--- src/rtl/wb_port_arbiter_if.sv ---
// Writeback port bundle: two requester handshakes, the registered register-file
// write and the debug counters. The slave modport is the arbiter side.
interface wb_port_arbiter_if #(
  parameter int ADDR_W = 5,
  parameter int DATA_W = 32,
  parameter int CNT_W  = 16
);
  logic              m0_valid_i, m0_ready_o;
  logic [ADDR_W-1:0] m0_waddr_i;
  logic [DATA_W-1:0] m0_wdata_i;
  logic              m1_valid_i, m1_ready_o;
  logic [ADDR_W-1:0] m1_waddr_i;
  logic [DATA_W-1:0] m1_wdata_i;
  logic              we_o;
  logic [ADDR_W-1:0] waddr_o;
  logic [DATA_W-1:0] wdata_o;
  logic              last_grant_o;
  logic [CNT_W-1:0]  m0_stall_cnt_o, m1_stall_cnt_o;

  modport slave (
    input  m0_valid_i, m0_waddr_i, m0_wdata_i, m1_valid_i, m1_waddr_i, m1_wdata_i,
    output m0_ready_o, m1_ready_o, we_o, waddr_o, wdata_o, last_grant_o,
           m0_stall_cnt_o, m1_stall_cnt_o
  );
  modport master (
    output m0_valid_i, m0_waddr_i, m0_wdata_i, m1_valid_i, m1_waddr_i, m1_wdata_i,
    input  m0_ready_o, m1_ready_o, we_o, waddr_o, wdata_o, last_grant_o,
           m0_stall_cnt_o, m1_stall_cnt_o
  );
endinterface

--- src/rtl/wb_port_arbiter.sv ---
// Two-requester register-file writeback arbiter with a one-stage registered write.
// Round-robin by default; WB_ARB_FIXED_PRIO_EN selects fixed priority m1 > m0.
module wb_arb_stall_cnt #(
  parameter int CNT_W = 16
) (
  input  logic             clk,
  input  logic             rst_n,
  input  logic             inc_i,
  output logic [CNT_W-1:0] cnt_o
);
  logic [CNT_W-1:0] cnt_q, cnt_d;

  always_comb begin
    cnt_d = cnt_q;
    if (inc_i && (cnt_q != '1)) cnt_d = cnt_q + 1'b1;
  end

  always_ff @(posedge clk or negedge rst_n)
    if (!rst_n) cnt_q <= '0;
    else        cnt_q <= cnt_d;

  assign cnt_o = cnt_q;
endmodule

module wb_port_arbiter #(
  parameter int ADDR_W = 5,
  parameter int DATA_W = 32,
  parameter int CNT_W  = 16
) (
  input logic              clk,
  input logic              rst_n,
  wb_port_arbiter_if.slave bus
);
  localparam int NUM_REQ = 2;

  logic [NUM_REQ-1:0]             vld, gnt;
  logic [NUM_REQ-1:0][ADDR_W-1:0] addr;
  logic [NUM_REQ-1:0][DATA_W-1:0] data;
  logic [NUM_REQ-1:0][CNT_W-1:0]  cnt;
  logic                           sel;

  logic              we_q, we_d;
  logic [ADDR_W-1:0] waddr_q, waddr_d;
  logic [DATA_W-1:0] wdata_q, wdata_d;
  logic              last_grant_q, last_grant_d;

  assign vld  = {bus.m1_valid_i, bus.m0_valid_i};
  assign addr = {bus.m1_waddr_i, bus.m0_waddr_i};
  assign data = {bus.m1_wdata_i, bus.m0_wdata_i};

  always_comb begin
    gnt = vld;
`ifdef WB_ARB_FIXED_PRIO_EN
    if (&vld) gnt = 2'b10;
`else
    // On contention the requester that did not win last time goes next
    if (&vld) gnt = last_grant_q ? 2'b01 : 2'b10;
`endif
  end

  assign sel = gnt[1];

  always_comb begin
    last_grant_d = last_grant_q;
    we_d         = 1'b0;
    waddr_d      = waddr_q;
    wdata_d      = wdata_q;
    if (|gnt) begin
      last_grant_d = sel;
      // x0 is hardwired: accept the handshake but never write it
      if (addr[sel] != '0) begin
        we_d    = 1'b1;
        waddr_d = addr[sel];
        wdata_d = data[sel];
      end
    end
  end

  always_ff @(posedge clk or negedge rst_n)
    if (!rst_n) begin
      we_q         <= 1'b0;
      waddr_q      <= '0;
      wdata_q      <= '0;
      last_grant_q <= 1'b1;
    end else begin
      we_q         <= we_d;
      waddr_q      <= waddr_d;
      wdata_q      <= wdata_d;
      last_grant_q <= last_grant_d;
    end

  for (genvar g = 0; g < NUM_REQ; g++) begin : g_stall
    wb_arb_stall_cnt #(.CNT_W(CNT_W)) u_cnt (
      .clk   (clk),
      .rst_n (rst_n),
      .inc_i (vld[g] & ~gnt[g]),
      .cnt_o (cnt[g])
    );
  end

  assign bus.m0_ready_o     = gnt[0];
  assign bus.m1_ready_o     = gnt[1];
  assign bus.we_o           = we_q;
  assign bus.waddr_o        = waddr_q;
  assign bus.wdata_o        = wdata_q;
  assign bus.last_grant_o   = last_grant_q;
  assign bus.m0_stall_cnt_o = cnt[0];
  assign bus.m1_stall_cnt_o = cnt[1];
endmodule
--- src/flat_wrapper.sv ---
// flat-port wrapper written by rule: the top's interface ports become plain ports
module wb_port_arbiter_flat 
#(
  parameter int ADDR_W = 5,
  parameter int DATA_W = 32,
  parameter int CNT_W  = 16
)
  (clk, rst_n, bus_m0_valid_i, bus_m0_waddr_i, bus_m0_wdata_i, bus_m1_valid_i, bus_m1_waddr_i, bus_m1_wdata_i, bus_m0_ready_o, bus_m1_ready_o, bus_we_o, bus_waddr_o, bus_wdata_o, bus_last_grant_o, bus_m0_stall_cnt_o, bus_m1_stall_cnt_o);
  wb_port_arbiter_if #(.ADDR_W(ADDR_W), .DATA_W(DATA_W), .CNT_W(CNT_W)) bus_i ();
  input logic clk;
  input logic rst_n;
  input wire logic [$bits(bus_i.m0_valid_i)-1:0] bus_m0_valid_i;
  input wire logic [$bits(bus_i.m0_waddr_i)-1:0] bus_m0_waddr_i;
  input wire logic [$bits(bus_i.m0_wdata_i)-1:0] bus_m0_wdata_i;
  input wire logic [$bits(bus_i.m1_valid_i)-1:0] bus_m1_valid_i;
  input wire logic [$bits(bus_i.m1_waddr_i)-1:0] bus_m1_waddr_i;
  input wire logic [$bits(bus_i.m1_wdata_i)-1:0] bus_m1_wdata_i;
  output wire logic [$bits(bus_i.m0_ready_o)-1:0] bus_m0_ready_o;
  output wire logic [$bits(bus_i.m1_ready_o)-1:0] bus_m1_ready_o;
  output wire logic [$bits(bus_i.we_o)-1:0] bus_we_o;
  output wire logic [$bits(bus_i.waddr_o)-1:0] bus_waddr_o;
  output wire logic [$bits(bus_i.wdata_o)-1:0] bus_wdata_o;
  output wire logic [$bits(bus_i.last_grant_o)-1:0] bus_last_grant_o;
  output wire logic [$bits(bus_i.m0_stall_cnt_o)-1:0] bus_m0_stall_cnt_o;
  output wire logic [$bits(bus_i.m1_stall_cnt_o)-1:0] bus_m1_stall_cnt_o;
  assign bus_i.m0_valid_i = bus_m0_valid_i;
  assign bus_i.m0_waddr_i = bus_m0_waddr_i;
  assign bus_i.m0_wdata_i = bus_m0_wdata_i;
  assign bus_i.m1_valid_i = bus_m1_valid_i;
  assign bus_i.m1_waddr_i = bus_m1_waddr_i;
  assign bus_i.m1_wdata_i = bus_m1_wdata_i;
  assign bus_m0_ready_o = bus_i.m0_ready_o;
  assign bus_m1_ready_o = bus_i.m1_ready_o;
  assign bus_we_o = bus_i.we_o;
  assign bus_waddr_o = bus_i.waddr_o;
  assign bus_wdata_o = bus_i.wdata_o;
  assign bus_last_grant_o = bus_i.last_grant_o;
  assign bus_m0_stall_cnt_o = bus_i.m0_stall_cnt_o;
  assign bus_m1_stall_cnt_o = bus_i.m1_stall_cnt_o;
  wb_port_arbiter #(.ADDR_W(ADDR_W), .DATA_W(DATA_W), .CNT_W(CNT_W)) u_core (.clk(clk), .rst_n(rst_n), .bus(bus_i));
endmodule
--- config.mk ---
export PLATFORM = sky130hd
export DESIGN_NAME = wb_port_arbiter_flat
export DESIGN_NICKNAME = d
export VERILOG_FILES = /design/src/rtl/wb_port_arbiter_if.sv /design/src/rtl/wb_port_arbiter.sv /design/src/flat_wrapper.sv
export SDC_FILE = /design/constraint.sdc
export NUM_CORES = 1
export LEC_CHECK = 0
export ABC_CLOCK_PERIOD_IN_PS = 2750
export CAP_MARGIN = 20
export CORE_AREA = 4 4 107 109
export CTS_CLUSTER_SIZE = 24
export DETAILED_ROUTE_END_ITERATION = 8
export DIE_AREA = 0 0 111 113
export PLACE_DENSITY_LB_ADDON = 0.1
export SYNTH_ARGS = -nofsm -noshare
export SYNTH_HDL_FRONTEND = slang
export SYNTH_SLANG_ARGS = --single-unit
--- constraint.sdc ---
create_clock -name clk -period 2.75 [get_ports clk]
set_input_delay 0.825 -clock clk [delete_from_list [all_inputs] [get_ports clk]]
set_output_delay 0.825 -clock clk [all_outputs]
set_load 0.05 [all_outputs]
==> results of run 1 <==
layer usage:
layer  GRT usage [%]  routed length [um]  up-vias
met5               0                   0        -
met1            19.9                4320     1311
li1                -                   -     1374
met2            24.0                4140      104
met4            7.06                 181        0
met3            4.33                 600       15
registers in the layout (all words and copies together), names as in the netlist:
signal                      flops
u_core.bus.wdata_o             32
u_core.g_stall.u_cnt.cnt_o     32
u_core.bus.waddr_o              5
u_core.bus.last_grant_o         1
u_core.bus.we_o                 1
cell type report:
class                   count  area (um2)
multi-input cells         201        1770
clock buffers              15         176
well taps                 140         175
repair buffers            166        1670
flip-flops and latches     71        1780
fillers                   963        5000
inverters                   6        22.5
layout by cell type (no fill, tap or decap), types with 13 or more instances in the layout:
master | netlist | routed
clkdlybuf4s50_1 | 0 | 147
dfrtp_1 | 70 | 70
mux2_2 | 32 | 32
mux2_4 | 27 | 27
xnor2_1 | 18 | 18
nand2_1 | 17 | 17
buf_4 | 1 | 14
nand3_1 | 13 | 13
per-stage QoR:
stage	power (uW)	cells	setup WS, ps	setup TNS, ps	hold slack (ps)
after global routing	3640	599	5.07	0	510
after CTS	3510	599	41.3	0	490
final	3450	599	52.6	0	485
after global placement	2700	582	-159	-4280	469
after floorplan	2170	289	136	0	529
after detailed placement	2710	582	-218	-5970	474
what timing repair did:
action,in CTS,in global routing
gates resized for setup,1,0
setup endpoints to repair,2,0
setup buffers,1,0
cell usage after synthesis, types with 2 or more instances:
library cell,n
nor3_1,5
ha_1,2
buf_2,4
a21oi_1,10
and3_1,2
buf_1,2
xnor2_1,18
mux2_2,32
nand2b_1,2
mux2i_1,5
and2_1,3
mux2_1,7
inv_1,6
xor2_1,8
mux2_4,27
o21a_1,2
and4_1,2
nand3_1,13
o22ai_1,4
dfrtp_1,70
nand2_1,17
nand4_1,12
nor2_1,12
buf_6,3
o21ai_1,2
nor4_1,3
cells by family (layout without fill, tap and decap cells):
kind of cell | after synthesis | count (layout) | synth area share, %
simple gates | 76 | 76 | 11.5
mux | 71 | 71 | 24.6
flops | 71 | 71 | 48.8
compound gates | 26 | 26 | 5.57
xor+xnor | 26 | 26 | 6.25
buf+inv | 17 | 187 | 2.61
fa+ha+maj | 2 | 2 | 0.687
worst min-delay path by stage:
stage / startpoint / to / slack (ps) / depth (start not counted)
floorplan: rst_n / u_core.bus.waddr_o[0] / 530 / 0
global placement: u_core.bus.wdata_o[30] / u_core.bus.wdata_o[30] / 470 / 1
detailed placement: u_core.bus.wdata_o[1] / u_core.bus.wdata_o[1] / 470 / 1
CTS: u_core.bus.wdata_o[1] / u_core.bus.wdata_o[1] / 490 / 1
global route: u_core.bus.wdata_o[30] / u_core.bus.wdata_o[30] / 510 / 1
finish: u_core.bus.wdata_o[1] / u_core.bus.wdata_o[1] / 490 / 1
critical path, stage by stage:
cell	delay, ps
clkdlybuf4s50_1	520
buf_4	160
a21boi_2	210
buf_12	160
power groups by stage:
| stage | clock [uW] | combinational (uW) | sequential, uW |
|---|---|---|---|
| after floorplan | 0 | 327 | 1850 |
| after global placement | 0 | 1350 | 1360 |
| after detailed placement | 0 | 1360 | 1350 |
| after CTS | 789 | 1380 | 1340 |
| after global routing | 838 | 1430 | 1360 |
| final | 754 | 1360 | 1340 |
==> impl_results.md, run 1 <==
* Status: finished, final reports clean
* #FFs+latches synth at 71
* Post-route DRC at 0
* Die Y at 113 um
* Syn Nets at around 370
* Final Cycle Share at 98.1%
* RSZ-0062 raised after global routing: no
* FF-to-FF setup slack at around 540 ps
* Sequential Power Share at just under 40%
* CP Capture Type: output pin
* H-tree depth at 3
* Clock share of power at a little over a fifth
* Maximum vdd ir drop at 0.631 mV
* Buffers from clock root to sink, at most at 2
* Largest net degree at the start of global routing at 38
* Pint at 2170 uW
* Reg2Reg Depth at 6
* WL/cell at approximately 15 um
* Share of cells above drive strength 1 at 21.4%
* Mapped Cells at 289
* Core Region at 10600 um2
* Max Freq at between 0.3 and 0.4 GHz
* DIE AREA at around 13000 um2
* Reg2Reg Capture Point: u_core.bus.wdata_o[30]
* Arrival time worst endpoint at 1870 ps
* Setup Crit Path Kind: in2out
* Hold Fails Final Rpt at 0
* EDFF count, synth at 0
* IO Count at 151
* Async S/R FF share, synth at 100%
* Post-Syn Area per Cell at 12.6 um2
* CTS tree: done
* Initial Util at 34.3%
* Synth Warn # at 0
* GP Congestion at 0.809
* First-pass GRT wire length at 15.5 mm
* Rows at 38
* Slew margin rel. at 47.1%
* Synth Flop Type: dfrtp_1
* CTS Hold Bufs at 0
* Least-Margin Pin Slew at ~790 ps
* 1st-iter DRT viols at 42
* Reg2Reg Launch Point: u_core.bus.last_grant_o
* TritonCTS Sinks at 71
* Final min period at 2700 ps
* Routed WL at 9.24 mm
* Startpoint Class: input pin
* Dominant cell type by area after synthesis: dfrtp_1
* Nets@finish at 535
* Number of global-route vias before repair at 2965
* Post-Syn Area at 3640 um2
* Root buf cell: clkbuf_8
* Final HPWL DP at 6.81 mm
* Combinational share of power at 39.4%
* Max Slew Vio Count at 0
* # setup viols final at 0
* Synth cell types at 42
* TritonRoute pass-1 iters at 4
* P_leak at 0.00237 uW
* Crit-path max FO at 6
* Top cells by area, synth: dfrtp_1 (48%), mux2_4 (11%), mux2_2 (9.9%)
* P per Cell Area at 617 nW/um2
* Clock skew at between 3 and 4 ps
* Clk slew on worst S/H paths at 70 ps
* Final instance area at around 5600 um2
* Vias at 2804
* Post-route antenna net violation count at 0
* Critical Path Source: bus_m0_valid_i
* Synth-to-layout area growth at 53.7%
* Area share of the largest cell type after synthesis at 48.1%
* Termination of the worst setup path: bus_m0_ready_o
* Inserted Clock Buffers at 9
* Final core utilization at between 50% and 60%
* Gr usage total at 15.4%
* Port Buffers at 150
* Antenna cell count at 0
* Max-Cap Viols at 0
* Register area share after synthesis at 48.8%
* Worst Path Required at 1930 ps
* Vias/cell at 4.68
* Sw Share at 37.3%
* Die width at 111 um
* NetSw at 1290 uW
* Initial antenna violation count at 0
* Grt total ovfl at 0
* Hold WC Path Type: reg2reg
* Placed Area at 5380 um2
* Clk Latency, worst-skew pair at 330 ps
No activity file was read; power rests on OpenSTA's default activity.
==> inputs of run 2 (changes only) <==
--- a/config.mk
+++ b/config.mk
@@ -7,6 +7,8 @@
 export LEC_CHECK = 0
 export ABC_CLOCK_PERIOD_IN_PS = 2750
 export CAP_MARGIN = 20
+export CELL_PAD_IN_SITES_DETAIL_PLACEMENT = 0
+export CELL_PAD_IN_SITES_GLOBAL_PLACEMENT = 1
 export CORE_AREA = 4 4 107 109
 export CTS_CLUSTER_SIZE = 24
 export DETAILED_ROUTE_END_ITERATION = 8
@@ -15,3 +17,4 @@
 export SYNTH_ARGS = -nofsm -noshare
 export SYNTH_HDL_FRONTEND = slang
 export SYNTH_SLANG_ARGS = --single-unit
+export TNS_END_PERCENT = 1
==> run 2 against run 1 <==
Compared with the run above: cell count down 0.50%; power is 1.7% lower; clock skew is 0.77 ps higher; design area shrank 1.0%; setup slack gained 21 ps; non-clock buffer count shrank 3; critical endpoint unchanged.
==> impl_results.md, run 2 (synthesis results as in run 1) <==
* H-tree depth at 3 (unchanged)
* Reg2Reg Depth at 6 (unchanged)
* Root buf cell: clkbuf_8
* Maximum vdd ir drop at 0.492 mV (-22%)
* Placed Area at 5370 um2 (about the same)
* DIE AREA at 12500 um2 (unchanged)
* RSZ-0062 raised after global routing: no
* Clk Latency, worst-skew pair at 340 ps (about the same)
* CTS tree: done
* Max Slew Vio Count at 0 (unchanged)
* NetSw at 1290 uW (+0.51%)
* Number of global-route vias before repair at 2852 (-3.8%)
* Inserted Clock Buffers at 9 (unchanged)
* Sw Share at 38.1% (+0.82 points)
* TritonCTS Sinks at 71 (unchanged)
* Die width at 111 um (unchanged)
* Post-route antenna net violation count at 0 (unchanged)
* Final hold slack at 431 ps (-53.7 ps)
* Critical Path Source: bus_m0_valid_i
* Hold WC Path Type: in2async
* Post-route DRC at 0 (unchanged)
* Nets@finish at 532 (-0.56%)
* Antenna cell count at 0 (unchanged)
* Final instance area at 5540 um2 (-1.0%)
* Least-Margin Pin Slew at 774 ps (-19.4 ps)
* Die Y at 113 um (unchanged)
* Most frequent cells in the layout: clkdlybuf4s50_1 (147), dfrtp_1 (70), mux2_2 (32), mux2_4 (27), xnor2_1 (18)
* Startpoint Class: input pin
* Most common cell after layout, fill and taps aside: clkdlybuf4s50_1
* Routed WL at 9.20 mm (-0.40%)
* Crit-path max FO at 6 (unchanged)
* Placed Instances at 581 (-0.17%)
* Buffers from clock root to sink, at most at 2 (unchanged)
* Worst slack, placed at -214 ps (+3.75 ps)
* Worst Path Required at 1930 ps (about the same)
* P_leak at 0.00234 uW (-1.3%)
* Final min period at 2680 ps (-21.0 ps)
* Initial Util at 34.3% (unchanged)
* Max Freq at 0.374 GHz (+0.79%)
* Share of cells above drive strength 1 at 20.6% (-0.74 points)
* Grt total ovfl at 0 (unchanged)
* Setup WS post-layout at 73.6 ps (+21.0 ps)
* Core Region at 10600 um2 (unchanged)
* Status: finished, final reports clean
* CP Capture Type: output pin
* Reg2Reg Capture Point: u_core.bus.wdata_o[2]
* Fin cells at 596 (-0.50%)
* Port Buffers at 150 (unchanged)
* Reg2Reg Launch Point: u_core.bus.last_grant_o
* P per Cell Area at 613 nW/um2 (-0.66%)
* Clock skew at 4.61 ps (+0.773 ps)
* Sequential Power Share at 39.4% (+0.7 points)
* # setup viols final at 0 (unchanged)
* FF-to-FF setup slack at 560 ps (+20 ps)
* First-pass GRT wire length at 15.0 mm (-3.1%)
* Largest net degree at the start of global routing at 38 (unchanged)
* Number of fill cells in the layout at 963 (unchanged)
* 1st-iter DRT viols at 50 (+19%)
* WL/cell at 15.4 um (+0.10%)
* Gr usage total at 15.0% (-0.33 points)
* Rows at 38 (unchanged)
* Vias at 2804 (unchanged)
* GP Congestion at 0.821 (+1.5%)
* IO Count at 151 (unchanged)
* Final HPWL DP at 6.88 mm (+1.1%)
* Arrival time worst endpoint at 1850 ps (-20 ps)
* Hold Fails Final Rpt at 0 (unchanged)
* Clk slew on worst S/H paths at 60 ps (about the same)
* Max-Cap Viols at 0 (unchanged)
* Termination of the worst setup path: bus_m0_ready_o
* Pint at 2100 uW (-2.9%)
* Synth-to-layout area growth at 52.2%
* TritonRoute pass-1 iters at 4 (unchanged)
* Final core utilization at 52.3% (-0.53 points)
* Final Cycle Share at 97.3% (-0.76 points)
* Slew margin rel. at 48.4% (+1.3 points)
* Combinational share of power at 39.7% (+0.3 points)
* Initial antenna violation count at 0 (unchanged)
* Clock share of power at 20.9% (-0.9 points)
* Setup Crit Path Kind: in2out
* Vias/cell at 4.70 (+0.50%)
-- run 2: changes by cell type in the layout (fill, tap and decap cells not counted) --
cell,before,now
a21boi_2,1,0
a21boi_4,1,2
buf_2,1,0
buf_4,14,13
bufbuf_16,1,0
clkbuf_1,3,4
clkbuf_8,12,10
clkinv_2,0,1
-- run 2: worst min path at each step --
stage,to,cells past startpoint
after floorplan,u_core.bus.waddr_o[0],0
after global placement,u_core.bus.wdata_o[2],1
after detailed placement,u_core.bus.wdata_o[0],1
after CTS,u_core.bus.wdata_o[30],1
after global routing,u_core.bus.wdata_o[10],1
final,u_core.bus.wdata_o[10],1
-- run 2: power by group through the flow --
stage	sequential [uW]	clock (uW)	combinational (uW)
5_1_grt	1370	802	1420
2_1_floorplan	1850	0	327
4_1_cts	1340	753	1360
3_3_place_gp	1360	0	1350
6_report	1340	709	1350
3_5_place_dp	1360	0	1360
-- run 2: cell type report --
cell class | instances | area (um2) | area share [%]
clock buffers | 14 | 153 | 2.75
clock inverters | 1 | 5.00 | 0.0903
inverters | 6 | 22.5 | 0.406
multi-input cells | 201 | 1780 | 32.1
flip-flops and latches | 71 | 1780 | 32.1
well taps | 140 | 175 | 3.16
repair buffers | 163 | 1630 | 29.4
-- run 2: through the flow --
step           power (uW)  TNS (ps)
4_1_cts              3450         0
5_1_grt              3600         0
3_3_place_gp         2700     -4810
2_1_floorplan        2170         0
3_5_place_dp         2710     -5690
6_report             3400         0
-- run 2: timing repair --
action | CTS | global route
gates resized for setup | 1 | 1
hold buffers | 0 | 0
endpoints found under the setup margin | 1 | 1
buffers inserted | 0 | 0
pin swaps | 0 | 0
-- run 2: worst max-delay path, stage by stage --
cell and delay (ps):
clkdlybuf4s50_1 520, buf_4 160, a21boi_4 200, buf_12 150
-- run 2: per-layer routing --
| layer | GRT usage [%] | up-vias | share of wire [%] |
|---|---|---|---|
| met1 | 20.4 | 1334 | 47 |
| li1 | - | 1366 | - |
| met5 | 0 | - | 0 |
| met4 | 7.31 | 0 | 2.2 |
| met2 | 22.5 | 92 | 45 |
| met3 | 3.96 | 12 | 6.0 |
